<file path="src/rtl/opb_register_simulink2ppc_snap_if.sv">
// OPB slave bus bundle for the simulink2ppc snapshot register.
// Bus vectors use [0:31] ordering, so bit 0 is the MSB.
interface opb_register_simulink2ppc_snap_if;
    logic [0:31] Sl_DBus;
    logic        Sl_errAck;
    logic        Sl_retry;
    logic        Sl_toutSup;
    logic        Sl_xferAck;
    logic [0:31] OPB_ABus;
    logic [0:3]  OPB_BE;
    logic [0:31] OPB_DBus;
    logic        OPB_RNW;
    logic        OPB_select;
    logic        OPB_seqAddr;

    modport master (
        input  Sl_DBus, Sl_errAck, Sl_retry, Sl_toutSup, Sl_xferAck,
        output OPB_ABus, OPB_BE, OPB_DBus, OPB_RNW, OPB_select, OPB_seqAddr
    );

    modport slave (
        output Sl_DBus, Sl_errAck, Sl_retry, Sl_toutSup, Sl_xferAck,
        input  OPB_ABus, OPB_BE, OPB_DBus, OPB_RNW, OPB_select, OPB_seqAddr
    );
endinterface

</file>
<file path="src/rtl/opb_register_simulink2ppc_snap.sv">
// OPB slave register carrying a fabric word to the PowerPC, with
// freshness, overrun and capture-count tracking.
module opb_register_simulink2ppc_snap #(
    parameter logic [31:0] C_BASEADDR   = 32'h01003600,
    parameter logic [31:0] C_HIGHADDR   = 32'h010036FF,
    parameter int          C_OPB_AWIDTH = 32,
    parameter int          C_OPB_DWIDTH = 32,
    parameter              C_FAMILY     = "virtex5"
) (
    input  logic                                  OPB_Clk,
    input  logic                                  OPB_Rst,
    opb_register_simulink2ppc_snap_if.slave       bus,
    input  logic [31:0]                           user_data_in,
    input  logic                                  user_valid
);

    localparam logic [1:0] S_IDLE = 2'd0;
    localparam logic [1:0] S_ACK  = 2'd1;
    localparam logic [1:0] S_WAIT = 2'd2;

    logic [1:0]  state, state_n;
    logic [31:0] abus;
    logic [1:0]  off;
    logic        hit;
    logic        take;
    logic [31:0] rd_mux;

    logic [31:0] addr_q;
    logic        rnw_q;
    logic [1:0]  off_q;
    logic        clr_q;
    logic [31:0] dbus_q;

    logic [31:0] data_reg;
    logic        fresh;
    logic        overrun;
    logic [15:0] count;

    logic        ack;
    logic        read_done;
    logic        ctrl_clr;

    assign abus = bus.OPB_ABus;
    assign off  = bus.OPB_ABus[28:29];
    assign hit  = bus.OPB_select && (abus >= C_BASEADDR) && (abus <= C_HIGHADDR);

    // WAIT holds off a repeat ack while the master keeps select on the same address.
    always_comb begin
        state_n = state;
        case (state)
            S_IDLE: if (hit) state_n = S_ACK;
            S_ACK:  state_n = bus.OPB_select ? S_WAIT : S_IDLE;
            S_WAIT: begin
                if (hit && (abus != addr_q))
                    state_n = S_ACK;
                else if (!bus.OPB_select || (abus != addr_q))
                    state_n = S_IDLE;
            end
            default: state_n = S_IDLE;
        endcase
    end

    assign take = (state_n == S_ACK);
    assign ack  = (state == S_ACK);

    always_comb begin
        rd_mux = '0;
        case (off)
            2'd0: rd_mux = data_reg;
            2'd1: rd_mux = {fresh, overrun, 14'd0, count};
            default: rd_mux = '0;
        endcase
    end

    assign read_done = ack && rnw_q && (off_q == 2'd0);
    assign ctrl_clr  = ack && !rnw_q && clr_q;

    always_ff @(posedge OPB_Clk) begin
        if (OPB_Rst) begin
            state  <= S_IDLE;
            addr_q <= '0;
            rnw_q  <= 1'b0;
            off_q  <= '0;
            clr_q  <= 1'b0;
            dbus_q <= '0;
        end else begin
            state  <= state_n;
            dbus_q <= '0;
            if (take) begin
                addr_q <= abus;
                rnw_q  <= bus.OPB_RNW;
                off_q  <= off;
                clr_q  <= !bus.OPB_RNW && (off == 2'd2) && bus.OPB_BE[3] && bus.OPB_DBus[31];
                dbus_q <= bus.OPB_RNW ? rd_mux : '0;
            end
        end
    end

    always_ff @(posedge OPB_Clk) begin
        if (OPB_Rst) begin
            data_reg <= '0;
            fresh    <= 1'b0;
            overrun  <= 1'b0;
            count    <= '0;
        end else begin
            if (user_valid) begin
                data_reg <= user_data_in;
                fresh    <= 1'b1;
            end else if (read_done) begin
                fresh <= 1'b0;
            end

            if (ctrl_clr)
                overrun <= 1'b0;
            else if (user_valid && fresh && !read_done)
                overrun <= 1'b1;

            if (ctrl_clr)
                count <= user_valid ? 16'd1 : 16'd0;
            else if (user_valid)
                count <= count + 16'd1;
        end
    end

    assign bus.Sl_DBus    = dbus_q;
    assign bus.Sl_xferAck = ack;
    assign bus.Sl_errAck  = 1'b0;
    assign bus.Sl_retry   = 1'b0;
    assign bus.Sl_toutSup = 1'b0;

    logic unused_ok;
    assign unused_ok = &{1'b0, bus.OPB_seqAddr, bus.OPB_BE[0:2], bus.OPB_DBus[0:30],
                         (C_OPB_AWIDTH == 32), (C_OPB_DWIDTH == 32), |C_FAMILY};

endmodule

</file>
<file path="src/flat_wrapper.sv">
// flat-port wrapper written by rule: the top's interface ports become plain ports
module opb_register_simulink2ppc_snap_flat 
#(
    parameter logic [31:0] C_BASEADDR   = 32'h01003600,
    parameter logic [31:0] C_HIGHADDR   = 32'h010036FF,
    parameter int          C_OPB_AWIDTH = 32,
    parameter int          C_OPB_DWIDTH = 32,
    parameter              C_FAMILY     = "       "
)
  (OPB_Clk, OPB_Rst, user_data_in, user_valid, bus_Sl_DBus, bus_Sl_errAck, bus_Sl_retry, bus_Sl_toutSup, bus_Sl_xferAck, bus_OPB_ABus, bus_OPB_BE, bus_OPB_DBus, bus_OPB_RNW, bus_OPB_select, bus_OPB_seqAddr);
  opb_register_simulink2ppc_snap_if bus_i ();
  input  logic OPB_Clk;
  input  logic OPB_Rst;
  input  logic [31:0] user_data_in;
  input  logic user_valid;
  output wire logic [$bits(bus_i.Sl_DBus)-1:0] bus_Sl_DBus;
  output wire logic [$bits(bus_i.Sl_errAck)-1:0] bus_Sl_errAck;
  output wire logic [$bits(bus_i.Sl_retry)-1:0] bus_Sl_retry;
  output wire logic [$bits(bus_i.Sl_toutSup)-1:0] bus_Sl_toutSup;
  output wire logic [$bits(bus_i.Sl_xferAck)-1:0] bus_Sl_xferAck;
  input wire logic [$bits(bus_i.OPB_ABus)-1:0] bus_OPB_ABus;
  input wire logic [$bits(bus_i.OPB_BE)-1:0] bus_OPB_BE;
  input wire logic [$bits(bus_i.OPB_DBus)-1:0] bus_OPB_DBus;
  input wire logic [$bits(bus_i.OPB_RNW)-1:0] bus_OPB_RNW;
  input wire logic [$bits(bus_i.OPB_select)-1:0] bus_OPB_select;
  input wire logic [$bits(bus_i.OPB_seqAddr)-1:0] bus_OPB_seqAddr;
  assign bus_Sl_DBus = bus_i.Sl_DBus;
  assign bus_Sl_errAck = bus_i.Sl_errAck;
  assign bus_Sl_retry = bus_i.Sl_retry;
  assign bus_Sl_toutSup = bus_i.Sl_toutSup;
  assign bus_Sl_xferAck = bus_i.Sl_xferAck;
  assign bus_i.OPB_ABus = bus_OPB_ABus;
  assign bus_i.OPB_BE = bus_OPB_BE;
  assign bus_i.OPB_DBus = bus_OPB_DBus;
  assign bus_i.OPB_RNW = bus_OPB_RNW;
  assign bus_i.OPB_select = bus_OPB_select;
  assign bus_i.OPB_seqAddr = bus_OPB_seqAddr;
  opb_register_simulink2ppc_snap #(.C_BASEADDR(C_BASEADDR), .C_HIGHADDR(C_HIGHADDR), .C_OPB_AWIDTH(C_OPB_AWIDTH), .C_OPB_DWIDTH(C_OPB_DWIDTH), .C_FAMILY(C_FAMILY)) u_core (.OPB_Clk(OPB_Clk), .OPB_Rst(OPB_Rst), .bus(bus_i), .user_data_in(user_data_in), .user_valid(user_valid));
endmodule
</file>
<file path="config.mk">
export PLATFORM = sky130hd
export DESIGN_NAME = opb_register_simulink2ppc_snap_flat
export DESIGN_NICKNAME = d
export VERILOG_FILES = /design/src/rtl/opb_register_simulink2ppc_snap_if.sv /design/src/rtl/opb_register_simulink2ppc_snap.sv /design/src/flat_wrapper.sv
export SDC_FILE = /design/constraint.sdc
export NUM_CORES = 1
export LEC_CHECK = 0
export ABC_AREA = 1
export BUFFER_PORTS_ARGS = -buffer_cell sky130_fd_sc_hd__buf_2
export CAP_MARGIN = 0
export CORE_MARGIN = 4
export CORE_UTILIZATION = 40
export CTS_CLUSTER_DIAMETER = 50
export CTS_CLUSTER_SIZE = 8
export DETAILED_ROUTE_END_ITERATION = 7
export PLACE_DENSITY = 0.61
export RECOVER_POWER = 25
export SYNTH_ARGS = -nofsm -noshare
export SYNTH_HDL_FRONTEND = slang
export SYNTH_SLANG_ARGS = --single-unit
</file>
<file path="constraint.sdc">
create_clock -name OPB_Clk -period 1.8 [get_ports OPB_Clk]
set_input_delay 0.18 -clock OPB_Clk [delete_from_list [all_inputs] [get_ports OPB_Clk]]
set_output_delay 0.18 -clock OPB_Clk [all_outputs]
set_load 0.05 [all_outputs]
</file>
**Word level (Yosys, flattened, before mapping)**

Cells that the tools add are included.

- $add $sub $neg: 1
- Multiply operators: 0
- Div/mod/pow operators: 0
- Order comparisons: 2
- Equal/unequal tests: 6
- Shifts and indexed selects: 0
- Multiplexer cells: 11
- Bitwise operators: 2
- Reduce and logical (&&, ||, !) cells: 24

Operators with widths:

| kind | count |
|---|---|
| case mux 32 bit (2 select lines) | 1 |
| >= comparator 32 x 25 -> 1 bit, second input constant | 1 |
| less-or-equal comparator 32 x 25 -> 1 bit, second input constant | 1 |
| two-way mux 16 bit | 2 |
| inequality test 32 bit | 1 |
| adder 16 x 1 -> 16 bit, second input constant | 1 |
| logical AND 1 bit | 12 |
| two-way mux 2 bit | 4 |
| == test 2 x 1 -> 1 bit, second input constant | 3 |
| logical NOT 2 bit | 3 |
| case mux 2 bit (3 select lines) | 1 |
| == test 2 bit, second input constant | 2 |
| logical NOT 1 bit | 4 |
| nonzero test 2 bit | 2 |
| two-way mux 1 bit | 3 |
| OR reduction 3 bit | 1 |
| NOT 1 bit | 2 |
| OR reduction 2 bit | 1 |
| logical OR 1 bit | 1 |

- Bits in registers: 120
- Latch bits: 0
- Memory bits (writable): 0
- Bits in read-only memories: 0
- Output and inout bits: 36
- Word-level logic and storage cells: 56
- Memories kept: 0

**Logic depth before layout (Yosys ltp)**

Gate-level depths: netlist (run 1).

- Depth after elaboration: 9
- Depth in mapped cells: 14
- Mapped depth without buffers: 13

**Least setup slack after synthesis (run 1)**

Ideal clock, no wire load.

- Path kind: register to register
- Start: register u_core.state[0]
- End: register u_core.count[3]
- Arrival: 1752 ps
- Data required time: 1685 ps
- Slack: -66 ps
- Cell stages (with the launch flop): 9
- Period minus slack after synthesis: 1866 ps
- Cell sequence: dfxtp_1 -> inv_1 -> nor2_1 -> nand2_1 -> nor2_1 -> nor2_1 -> inv_1 -> a21oi_1 -> o21a_1

- Word-level cells in the longest chain between the ends: 4

Ends and longest elaborated chain:

| element | RTL line | RTL |
|---|---|---|
| start, declared | opb_register_simulink2ppc_snap.sv:21 | `logic [1:0] state, state_n;` |
| start signal, assigned | opb_register_simulink2ppc_snap.sv:87 | `state <= state_n;` |
| == test 2 x 1 -> 1 bit * | opb_register_simulink2ppc_snap.sv:64 | `assign ack = (state == S_ACK);` |
| via bus_Sl_xferAck | flat_wrapper.sv:20 | `output wire logic [$bits(bus_i.Sl_xferAck)-1:0] bus_Sl_xferAck;` |
| logical AND 1 bit * (2 in series) | opb_register_simulink2ppc_snap.sv:76 | `assign ctrl_clr = ack && !rnw_q && clr_q;` |
| two-way mux 16 bit or nonzero test 2 bit (tied branches) | n/a |  |
| end signal, assigned | opb_register_simulink2ppc_snap.sv:119 | `count <= user_valid ? 16'd1 : 16'd0;` |
| end signal, assigned | opb_register_simulink2ppc_snap.sv:121 | `count <= count + 16'd1;` |
| end, declared | opb_register_simulink2ppc_snap.sv:37 | `logic [15:0] count;` |

The timed path passes the listed nets; every way through them passes the cells marked *.
A chain may end at the register's enable or synchronous reset.

**Final worst setup path (run 1)**

- Start: register u_core.addr_q[14]
- End: register u_core.dbus_q[23], in the netlist u_core.bus.Sl_DBus[8]

- Word-level cells in the longest chain between the ends: 8

Ends and longest elaborated chain:

| element | RTL line | RTL |
|---|---|---|
| start, declared | opb_register_simulink2ppc_snap.sv:28 | `logic [31:0] addr_q;` |
| start signal, assigned | opb_register_simulink2ppc_snap.sv:90 | `addr_q <= abus;` |
| inequality test 32 bit * | opb_register_simulink2ppc_snap.sv:54, opb_register_simulink2ppc_snap.sv:56 |  |
| logical OR 1 bit | opb_register_simulink2ppc_snap.sv:56 | `else if (!bus.OPB_select \|\| (abus != addr_q))` |
| two-way mux 2 bit | opb_register_simulink2ppc_snap.sv:56 |  |
| two-way mux 2 bit * | opb_register_simulink2ppc_snap.sv:54 | `if (hit && (abus != addr_q))` |
| case mux 2 bit (3 select lines) * | opb_register_simulink2ppc_snap.sv:50 | `case (state)` |
| == test 2 x 1 -> 1 bit * | opb_register_simulink2ppc_snap.sv:63 | `assign take = (state_n == S_ACK);` |
| NOT 1 bit (no source line) * | n/a |  |
| OR reduction 3 bit (no source line) * | n/a |  |
| end signal, assigned | opb_register_simulink2ppc_snap.sv:94 | `dbus_q <= bus.OPB_RNW ? rd_mux : '0;` |
| end, declared | opb_register_simulink2ppc_snap.sv:32 | `logic [31:0] dbus_q;` |

Every way passes the cells marked *; elsewhere a longest branch is shown, timed or not.

==> impl_metrics.yaml, run 1 <==
logic_synthesis:
  synth_seq_cells: 118
  yosysUniqueCellTypes: 36
  netlist.area_leader.share_pct: 46.0
  ys_seq_area_share_pct: 46.0
  synth_area_leader_cell: "dfxtp_1"
  syn_avg_cell_area_um2: 7.09
  mappedNetlistArea_um2: 5130
  synth_most_common_cell: "nor2_1"
  yosys-top-cells-count: "nor2_1, inv_1, dfxtp_1"
  async_flop_share_pct: 0
  synthFlopType: "dfxtp_1"
  synthCells: 724
  ys_warn_count: 0
  synth_edf_count: 0
  ys_top_cells_by_area: "dfxtp_1, nor2_1, inv_1"
grt:
  overflow: 0
  grt_pass1_wl_um: 22700
  grt_max_degree: 54
  antenna_found_initial: 1
  grt_pass1_vias: 4727
  grt_util_all_layers_pct: 19.4
setup_path:
  reg2reg_to: "u_core.bus.Sl_DBus[8]"
  required_ns: 2.09
  r2r-start: "u_core.addr_q[14]"
  critPathKind: "reg -> reg"
  reg2reg_slack_ns: 0.14
  worstSetupEndpointType: "flip-flop"
  cp_max_fo: 33
  cp.arrival_ns: 1.95
  reg2reg_depth: 9
  worstSetupStartpointType: "flip-flop"
clock_tree:
  cts_setup_buffers: 0
  cts-root-buf: "clkbuf_16"
  cts_sinks: 118
  clkSlewWorstSetupHoldPaths_ns: 0.05
  tritoncts: "done"
  clockBufferDepth: 2
  htreeDepth: 4
  clock_latency_ns: 0.41
  cts_made_buffers: 17
power:
  powerDensity_nw_per_um2: 1000
  ir_drop_v: 0.000473
  p_leak_nw: 3.00
cells_and_area:
  seq_area_um2: 2360
  final_nets: 950
  multi_input_area_um2: 2130
  n_antenna_cell: 0
  drive_above_1_share_pct: 18.7
  nFillCells: 1253
  utilization_pct: 52.1
  syn2layout_area_growth_pct: 27.7
min_path:
  whs_path_depth: 3
  hold_class: "in -> reg"
  whs_endpoint: "u_core.data_reg[25]"
  min_from: "user_data_in[25]"
timing:
  fin_setup_tns_ns: 0
  worst_pin_slew_ns: 0.679
  skew_ns: 0.00972
  fmaxAchievable_mhz: 604
  max-slew-margin-rel_pct: 54.7
  setup_viol: 0
  fin_crit_sh_pct: 92.0
  rsz0062_at_grt: "no"
  fin_crit_ns: 1.66
  hold_viol: 0
  maxSlewViolCount: 0
detailed_routing:
  routed_via_density: 4.73
  vias: 4859
  first_iter_violations: 268
  drc: 0
  drtAntennaViolNets: 0
  drt_wl_total_um: 13500
  drt-pass1-iter-count: 5
  wl_per_cell_um: 13.2
die:
  core_area_um2: 12600
  initial_core_util_pct: 40.8
  row_count: 41
  die_area_um2: 14700
  io_pins: 142
  die_w_um: 121
  die_h_um: 121
placed_design:
  dp_hpwl_um: 9670
  routabilityCongestion: 0.911
  portBuffers: 103
job:
  cap_violations: 0
outcome:
  outcome: "finished clean"
[cells in the final DEF (no fill, tap or decap), drive strengths merged]
master       instances
clkinv               3
and3                 1
o21a                 1
nor4                 6
clkbuf              29
nand2              111
dfxtp              118
inv                133
buf                108
clkinvlp             3
nor2               134
a21boi               1
a211oi               3
nor3                 9
o22ai               14
nor3b                2
bufinv               4
nand3               42
o21ai               55
nand4               15
xnor2                8
a21oi               35
nand3b               1
conb                 3
xor2                 3
ha                   1
dlygate4sd3         12
[report_power, final]
group,total (W),switching [W],internal (W)
logic,0.000445,0.000275,0.000170
clock network,0.00344,0.00114,0.00230
registers,0.00269,0.0000213,0.00267
[how the worst max path moves through the flow]
| stage | from | endpoint | slack, ns | depth (start not counted) |
|---|---|---|---|---|
| 5_1_grt | u_core.addr_q[13] | u_core.addr_q[20] | 0.003 | 13 |
| 6_report | u_core.addr_q[14] | u_core.bus.Sl_DBus[8] | 0.14 | 9 |
| 4_1_cts | u_core.addr_q[20] | u_core.addr_q[25] | 0.10 | 10 |
| 2_1_floorplan | u_core.state[0] | u_core.count[3] | 0.21 | 8 |
| 3_5_place_dp | bus_OPB_ABus[20] | u_core.addr_q[25] | 0.12 | 11 |
| 3_3_place_gp | bus_OPB_ABus[20] | u_core.addr_q[14] | 0.15 | 11 |
[area by class of cell]
type | count | share of cell area [%]
Timing Repair Buffer | 127 | 11.3
Clock buffer | 22 | 6.78
Sequential cell | 118 | 36.1
Clock inverter | 9 | 2.33
Multi-Input combinational cell | 445 | 32.6
Inverter | 134 | 7.68
Tap cell | 172 | 3.29
[repair_timing]
item / CTS / global route
hold endpoints to repair: 12 / 0
setup endpoints to repair: 0 / 30
hold buffers: 12 / 0
gates resized for setup: 0 / 7
[critical path, stage by stage, from the launching register on]
cell     delay (ns)
dfxtp_1        0.32
xnor2_1        0.24
nand2_1        0.10
nor3b_1        0.18
nand2_1        0.07
nor2_1         0.08
nand3_1        0.15
nand3_2        0.12
buf_12         0.20
nor2_1         0.07
[stage by stage]
| step | cells | hold WS, ns | power [W] | setup slack, ns | area (µm²) |
|---|---|---|---|---|---|
| floorplan | 726 | 0.315 | 0.00299 | 0.210 | 5140 |
| global placement | 984 | 0.403 | 0.00315 | 0.150 | 5810 |
| detailed placement | 984 | 0.409 | 0.00316 | 0.119 | 5810 |
| CTS | 1027 | 0.000601 | 0.00664 | 0.103 | 6530 |
| global route | 1027 | 0.0245 | 0.00683 | 0.00283 | 6550 |
| finish | 1027 | 0.0183 | 0.00657 | 0.144 | 6550 |
[routing by layer]
layer  wire [µm]  track usage (%)
met5           7                0
met4         153             6.93
met3        1040             5.64
met2        5870             29.6
met1        6480             26.2
[kinds of logic (layout without fill, tap and decap cells)]
| logic type | after synthesis | count (layout) | synth area share [%] |
|---|---|---|---|
| buf+inv | 163 | 292 | 13.3 |
| fa+ha+maj | 1 | 1 | 0.244 |
| compound gates | 109 | 109 | 11.3 |
| xor+xnor | 11 | 11 | 1.88 |
| other cells | 1 | 3 | 0.0731 |
| flops | 118 | 118 | 46.0 |
| simple gates | 321 | 321 | 27.2 |
No activity file was read; power rests on OpenSTA's default activity.
==> inputs of run 2 (changes only) <==
CTS_CLUSTER_SIZE = 16   (was 8)
clock period = 1.6 ns   (was 1.8 ns; I/O delays follow)
==> run 2 against run 1 <==
The flow now finishes with violations (setup timing). Largest cell class unchanged. Power up 19%. Combinational power is 25% higher. Critical path depth decreased by 1. Global-route usage rose by 0.32 points. Hold slack gained 0.010 ns. Clock power up 23%.
==> impl_metrics.yaml, run 2 (synthesis gave the netlist of run 1 again) <==
outcome:
  outcome: "finished with violations"
  violations: "setup timing"
clock_tree:
  cts_made_buffers: 17
  cts_sinks: 118
  cts-root-buf: "clkbuf_16"
  clkSlewWorstSetupHoldPaths_ns: 0.05
  tritoncts: "done"
  clockBufferDepth: 2
  clock_latency_ns: 0.41
  htreeDepth: 4
grt:
  grt_util_all_layers_pct: 19.7
  grt_pass1_vias: 4752
  overflow: 0
  grt_pass1_wl_um: 22800
  grt_max_degree: 54
  antenna_found_initial: 1
cells_and_area:
  nFillCells: 1192
  final_nets: 981
  layout_common_cells: "inv_1, buf_2, nor2_1"
  final_cell_count_no_fill: 1059
  drive_above_1_share_pct: 33.4
  n_antenna_cell: 0
  syn2layout_area_growth_pct: 41.3
  layout_commonest_cell: "inv_1"
placed_design:
  dp_hpwl_um: 9930
  routabilityCongestion: 0.906
  portBuffers: 103
  dp_cells: 1002
min_path:
  hold_class: "in -> reg"
setup_path:
  reg2reg_slack_ns: -0.18
  critical-path-slowest-cell: "nor4_1"
  worstSetupStartpointType: "flip-flop"
  cp_cell_sequence: "inv_1 > nand2_1 > nand4_1 > nor4_1 > nand3_2 > nand3_4 > clkbuf_16 > nor2_4"
  cp_max_fo: 6
  cp_slowest_stage_delay_ns: 0.38
  required_ns: 1.91
  cp.arrival_ns: 2.09
  critPathKind: "reg -> reg"
  worstSetupEndpointType: "flip-flop"
timing:
  worst_pin_slew_ns: 0.600
  setup_viol: 33
  rsz0062_at_grt: "yes"
  fin_crit_sh_pct: 111
  maxSlewViolCount: 0
  hold-worst-slack_ns: 0.0284
  fin_crit_ns: 1.78
  fmaxAchievable_mhz: 561
  max-slew-margin-rel_pct: 60.0
  skew_ns: 0.00688
  worst_slack_ns: -0.182
  fin_setup_tns_ns: -5.03
  hold_viol: 0
power:
  combPwrFrac_pct: 7.1
  power.share.switching_pct: 21.7
  powerDensity_nw_per_um2: 1080
  ir_drop_v: 0.000653
  internal_power_w: 0.00612
  seqPwrFrac_pct: 38.7
  p_leak_nw: 3.31
  power.share.clock_pct: 54.1
  switchingPower_w: 0.00170
job:
  cap_violations: 0
die:
  initial_core_util_pct: 40.8
  die_h_um: 121
  row_count: 41
  die_area_um2: 14700
  io_pins: 142
  core_area_um2: 12600
  die_w_um: 121
detailed_routing:
  vias: 5003
  drc: 0
  drt-pass1-iter-count: 5
  drtAntennaViolNets: 0
  first_iter_violations: 303
  routed_via_density: 4.72
  wl_per_cell_um: 13.6
  drt_wl_total_um: 14400
[run 2: per-stage QoR]
step                worst slack [ns]  utilization [%]  total power, W  instance area [µm²]
floorplan                    0.00964                -         0.00337                 5140
global placement              -0.171             47.4         0.00357                 5960
detailed placement            -0.134             47.4         0.00358                 5960
CTS                         -0.00258             54.3         0.00786                 6830
global route                  -0.183             57.7         0.00812                 7250
finish                        -0.182             57.7         0.00782                 7250
[run 2: cell type report]
cell class                      count  area, µm²  share of cell area (%)
Sequential cell                   118       2390                    33.0
Clock buffer                       21        470                    6.49
Timing Repair Buffer              158       1080                    14.9
Tap cell                          172        215                    2.97
Inverter                          134        508                    7.01
Clock inverter                     11        194                    2.68
Multi-Input combinational cell    445       2390                    33.0
[run 2: layer usage]
layer	up-vias	global-route usage [%]	wire, µm
li1	2559	-	-
met1	2270	26.6	6830
met2	153	30.3	6440
met3	19	5.45	933
met4	2	7.14	214
met5	-	0	13
[run 2: timing repair]
action,CTS,global route
setup buffers,1,5
hold buffers,15,0
endpoints found under the hold margin,15,0
pin swaps,2,25
cloned,0,4
setup endpoints to repair,61,71
resized for setup,10,114
[run 2: path summary, 6_finish.rpt]
path                         start                      to  cells past startpoint
setup / recovery  u_core.addr_q[1]  u_core.bus.Sl_DBus[19]                      8
hold / removal     user_data_in[9]      u_core.data_reg[9]                      3
setup reg to reg  u_core.addr_q[1]  u_core.bus.Sl_DBus[19]                      8
hold reg to reg    u_core.count[4]         u_core.count[4]                      1
[run 2: critical path, delay by kind of cell (launching register included)]
family | cells | cell delay (ns)
flip-flops | 1 | 0.34
buffers and inverters | 2 | 0.25
AND/OR/NAND/NOR | 6 | 1.08
[run 2: power groups by stage]
stage	clock network [W]	logic [W]	registers, W
final	0.00423	0.000558	0.00303
after global routing	0.00445	0.000626	0.00304
after CTS	0.00431	0.000526	0.00303
after detailed placement	0	0.000488	0.00309
after global placement	0	0.000480	0.00309
after floorplan	0	0.000283	0.00308
==> inputs of run 3 (changes only) <==
SETUP_SLACK_MARGIN = 0.1   (was default)
==> run 3 against run 2 <==
The flow still finishes with violations (setup timing). Design area is 3.2% higher. Utilization grew 1.8 points. Largest cell class is now multi-input gates. Power up 2.6%. Fmax increased by 10%. Hold slack worse by 0.0043 ns. Combinational power up 2%. Via count increased by 1.8%. Sequential power about the same. Sequential share of layout area fell by 0.89 points.
==> impl_metrics.yaml, run 3 (synthesis gave the netlist of run 1 again) <==
die:
  core_area_um2: 12600
  row_count: 41
  initial_core_util_pct: 40.8
  io_pins: 142
  die_area_um2: 14700
  die_h_um: 121
  die_w_um: 121
setup_path:
  cpMostUsedCell: "nand2_1"
  required_ns: 1.89
  worstSetupEndpointType: "flip-flop"
  cp_max_fo: 4
  cp_cell_sequence: "inv_2 > nand2_1 > nand2_1 > inv_2 > nand2_2 > nor2_1 > nand2_1 > nor2_4 > nand3_4 > nand2_4 > clkbuf_16 > a21oi_1"
  critPathKind: "reg -> reg"
  cp.arrival_ns: 1.91
  reg2reg_slack_ns: -0.02
  critical-path-slowest-cell: "dfxtp_2"
  cp_slowest_stage_delay_ns: 0.36
  reg2reg_depth: 12
  worstSetupStartpointType: "flip-flop"
  r2r-start: "u_core.addr_q[15]"
  reg2reg_to: "u_core.addr_q[9]"
placed_design:
  dp_hpwl_um: 10000
  routabilityCongestion: 0.930
  portBuffers: 103
clock_tree:
  tritoncts: "done"
  htreeDepth: 4
  clockBufferDepth: 2
  cts_made_buffers: 17
  cts_sinks: 118
  clock_latency_ns: 0.42
  clkSlewWorstSetupHoldPaths_ns: 0.06
  cts-root-buf: "clkbuf_16"
cells_and_area:
  final_nets: 983
  n_antenna_cell: 0
  layout_common_cells: "inv_1, nor2_1, buf_2"
  drive_above_1_share_pct: 35.5
  utilization_pct: 59.5
  layout_commonest_cell: "inv_1"
  nFillCells: 1113
  syn2layout_area_growth_pct: 45.7
detailed_routing:
  drt_wl_total_um: 15400
  drt-pass1-iter-count: 5
  drc: 0
  drtAntennaViolNets: 0
  wl_per_cell_um: 14.5
  first_iter_violations: 330
  vias: 5091
  routed_via_density: 4.80
grt:
  grt_max_degree: 54
  antenna_found_initial: 1
  overflow: 0
  grt_util_all_layers_pct: 20.9
  grt_pass1_wl_um: 24200
  grt_pass1_vias: 5027
power:
  switchingPower_w: 0.00175
  internal_power_w: 0.00628
  power.share.switching_pct: 21.8
  seqPwrFrac_pct: 37.8
  powerDensity_nw_per_um2: 1070
  total_power_w: 0.00802
  ir_drop_v: 0.000700
  p_leak_nw: 3.34
  combPwrFrac_pct: 7.1
  power.share.clock_pct: 55.1
timing:
  max-slew-margin-rel_pct: 63.2
  fin_crit_sh_pct: 101
  setup_viol: 28
  skew_ns: 0.00792
  rsz0062_at_grt: "yes"
  hold-worst-slack_ns: 0.0241
  maxSlewViolCount: 0
  fin_crit_ns: 1.62
  fin_setup_tns_ns: -0.230
  worst_slack_ns: -0.0172
  hold_viol: 0
  worst_pin_slew_ns: 0.551
  fmaxAchievable_mhz: 618
outcome:
  violations: "setup timing"
  outcome: "finished with violations"
min_path:
  hold_class: "in -> reg"
  whs_endpoint: "u_core.data_reg[12]"
  whs_path_depth: 3
  min_from: "user_data_in[12]"
job:
  cap_violations: 0
## run 3: layout make-up
| type | count | area [µm²] | area share (%) |
|---|---|---|---|
| inverters | 134 | 518 | 6.93 |
| clock inverters | 11 | 219 | 2.93 |
| flip-flops and latches | 118 | 2400 | 32.1 |
| repair buffers | 158 | 1100 | 14.7 |
| repair inverters | 1 | 8.76 | 0.117 |
| multi-input cells | 446 | 2540 | 34.0 |
| clock buffers | 21 | 470 | 6.29 |
| well taps | 172 | 215 | 2.88 |
## run 3: power by group through the flow
stage	combinational [W]	clock (W)	sequential, W
finish	0.000567	0.00442	0.00303
global route	0.000637	0.00461	0.00304
CTS	0.000525	0.00448	0.00303
detailed placement	0.000485	0	0.00309
global placement	0.000477	0	0.00309
floorplan	0.000283	0	0.00308
## run 3: critical path: cells and delay by family (launching register included)
family / cells / cell delay, ns
and+or+nand+nor: 8 / 0.82
AOI/OAI and AO/OA: 1 / 0.05
buffers and inverters: 3 / 0.26
DFF: 1 / 0.36
## run 3: worst max path at each step
stage	slack [ns]	from	end	cells past startpoint
floorplan	0.19	u_core.state[0]	u_core.count[3]	8
global placement	-0.03	u_core.state[0]	u_core.addr_q[1]	8
detailed placement	-0.06	u_core.addr_q[20]	u_core.addr_q[21]	10
CTS	0.02	u_core.addr_q[20]	u_core.addr_q[17]	11
global route	-0.14	u_core.addr_q[15]	u_core.addr_q[18]	13
finish	-0.02	u_core.addr_q[15]	u_core.addr_q[9]	12
## run 3: what timing repair did
action | CTS | global route
gates resized for setup | 49 | 122
hold endpoints to repair | 14 | 0
hold buffers | 14 | 0
setup endpoints to repair | 70 | 73
cloned | 1 | 6
buffers inserted | 9 | 7
pin swaps | 2 | 34
## run 3: metal layers
metal / global-route usage [%] / vias up / part of all wire, %
met2: 32.4 / 168 / 46
li1: - / 2570 / -
met3: 5.92 / 26 / 7.3
met4: 8.33 / 2 / 1.8
met5: 0 / - / 0.045
met1: 27.5 / 2325 / 45
## run 3: per-stage QoR
step	std cells	cell area, µm²	worst slack (ns)
6_report	1061	7480	-0.0172
5_1_grt	1061	7480	-0.145
4_1_cts	1053	6980	0.0152
3_5_place_dp	997	5910	-0.0563
3_3_place_gp	997	5910	-0.0328
2_1_floorplan	726	5140	0.190
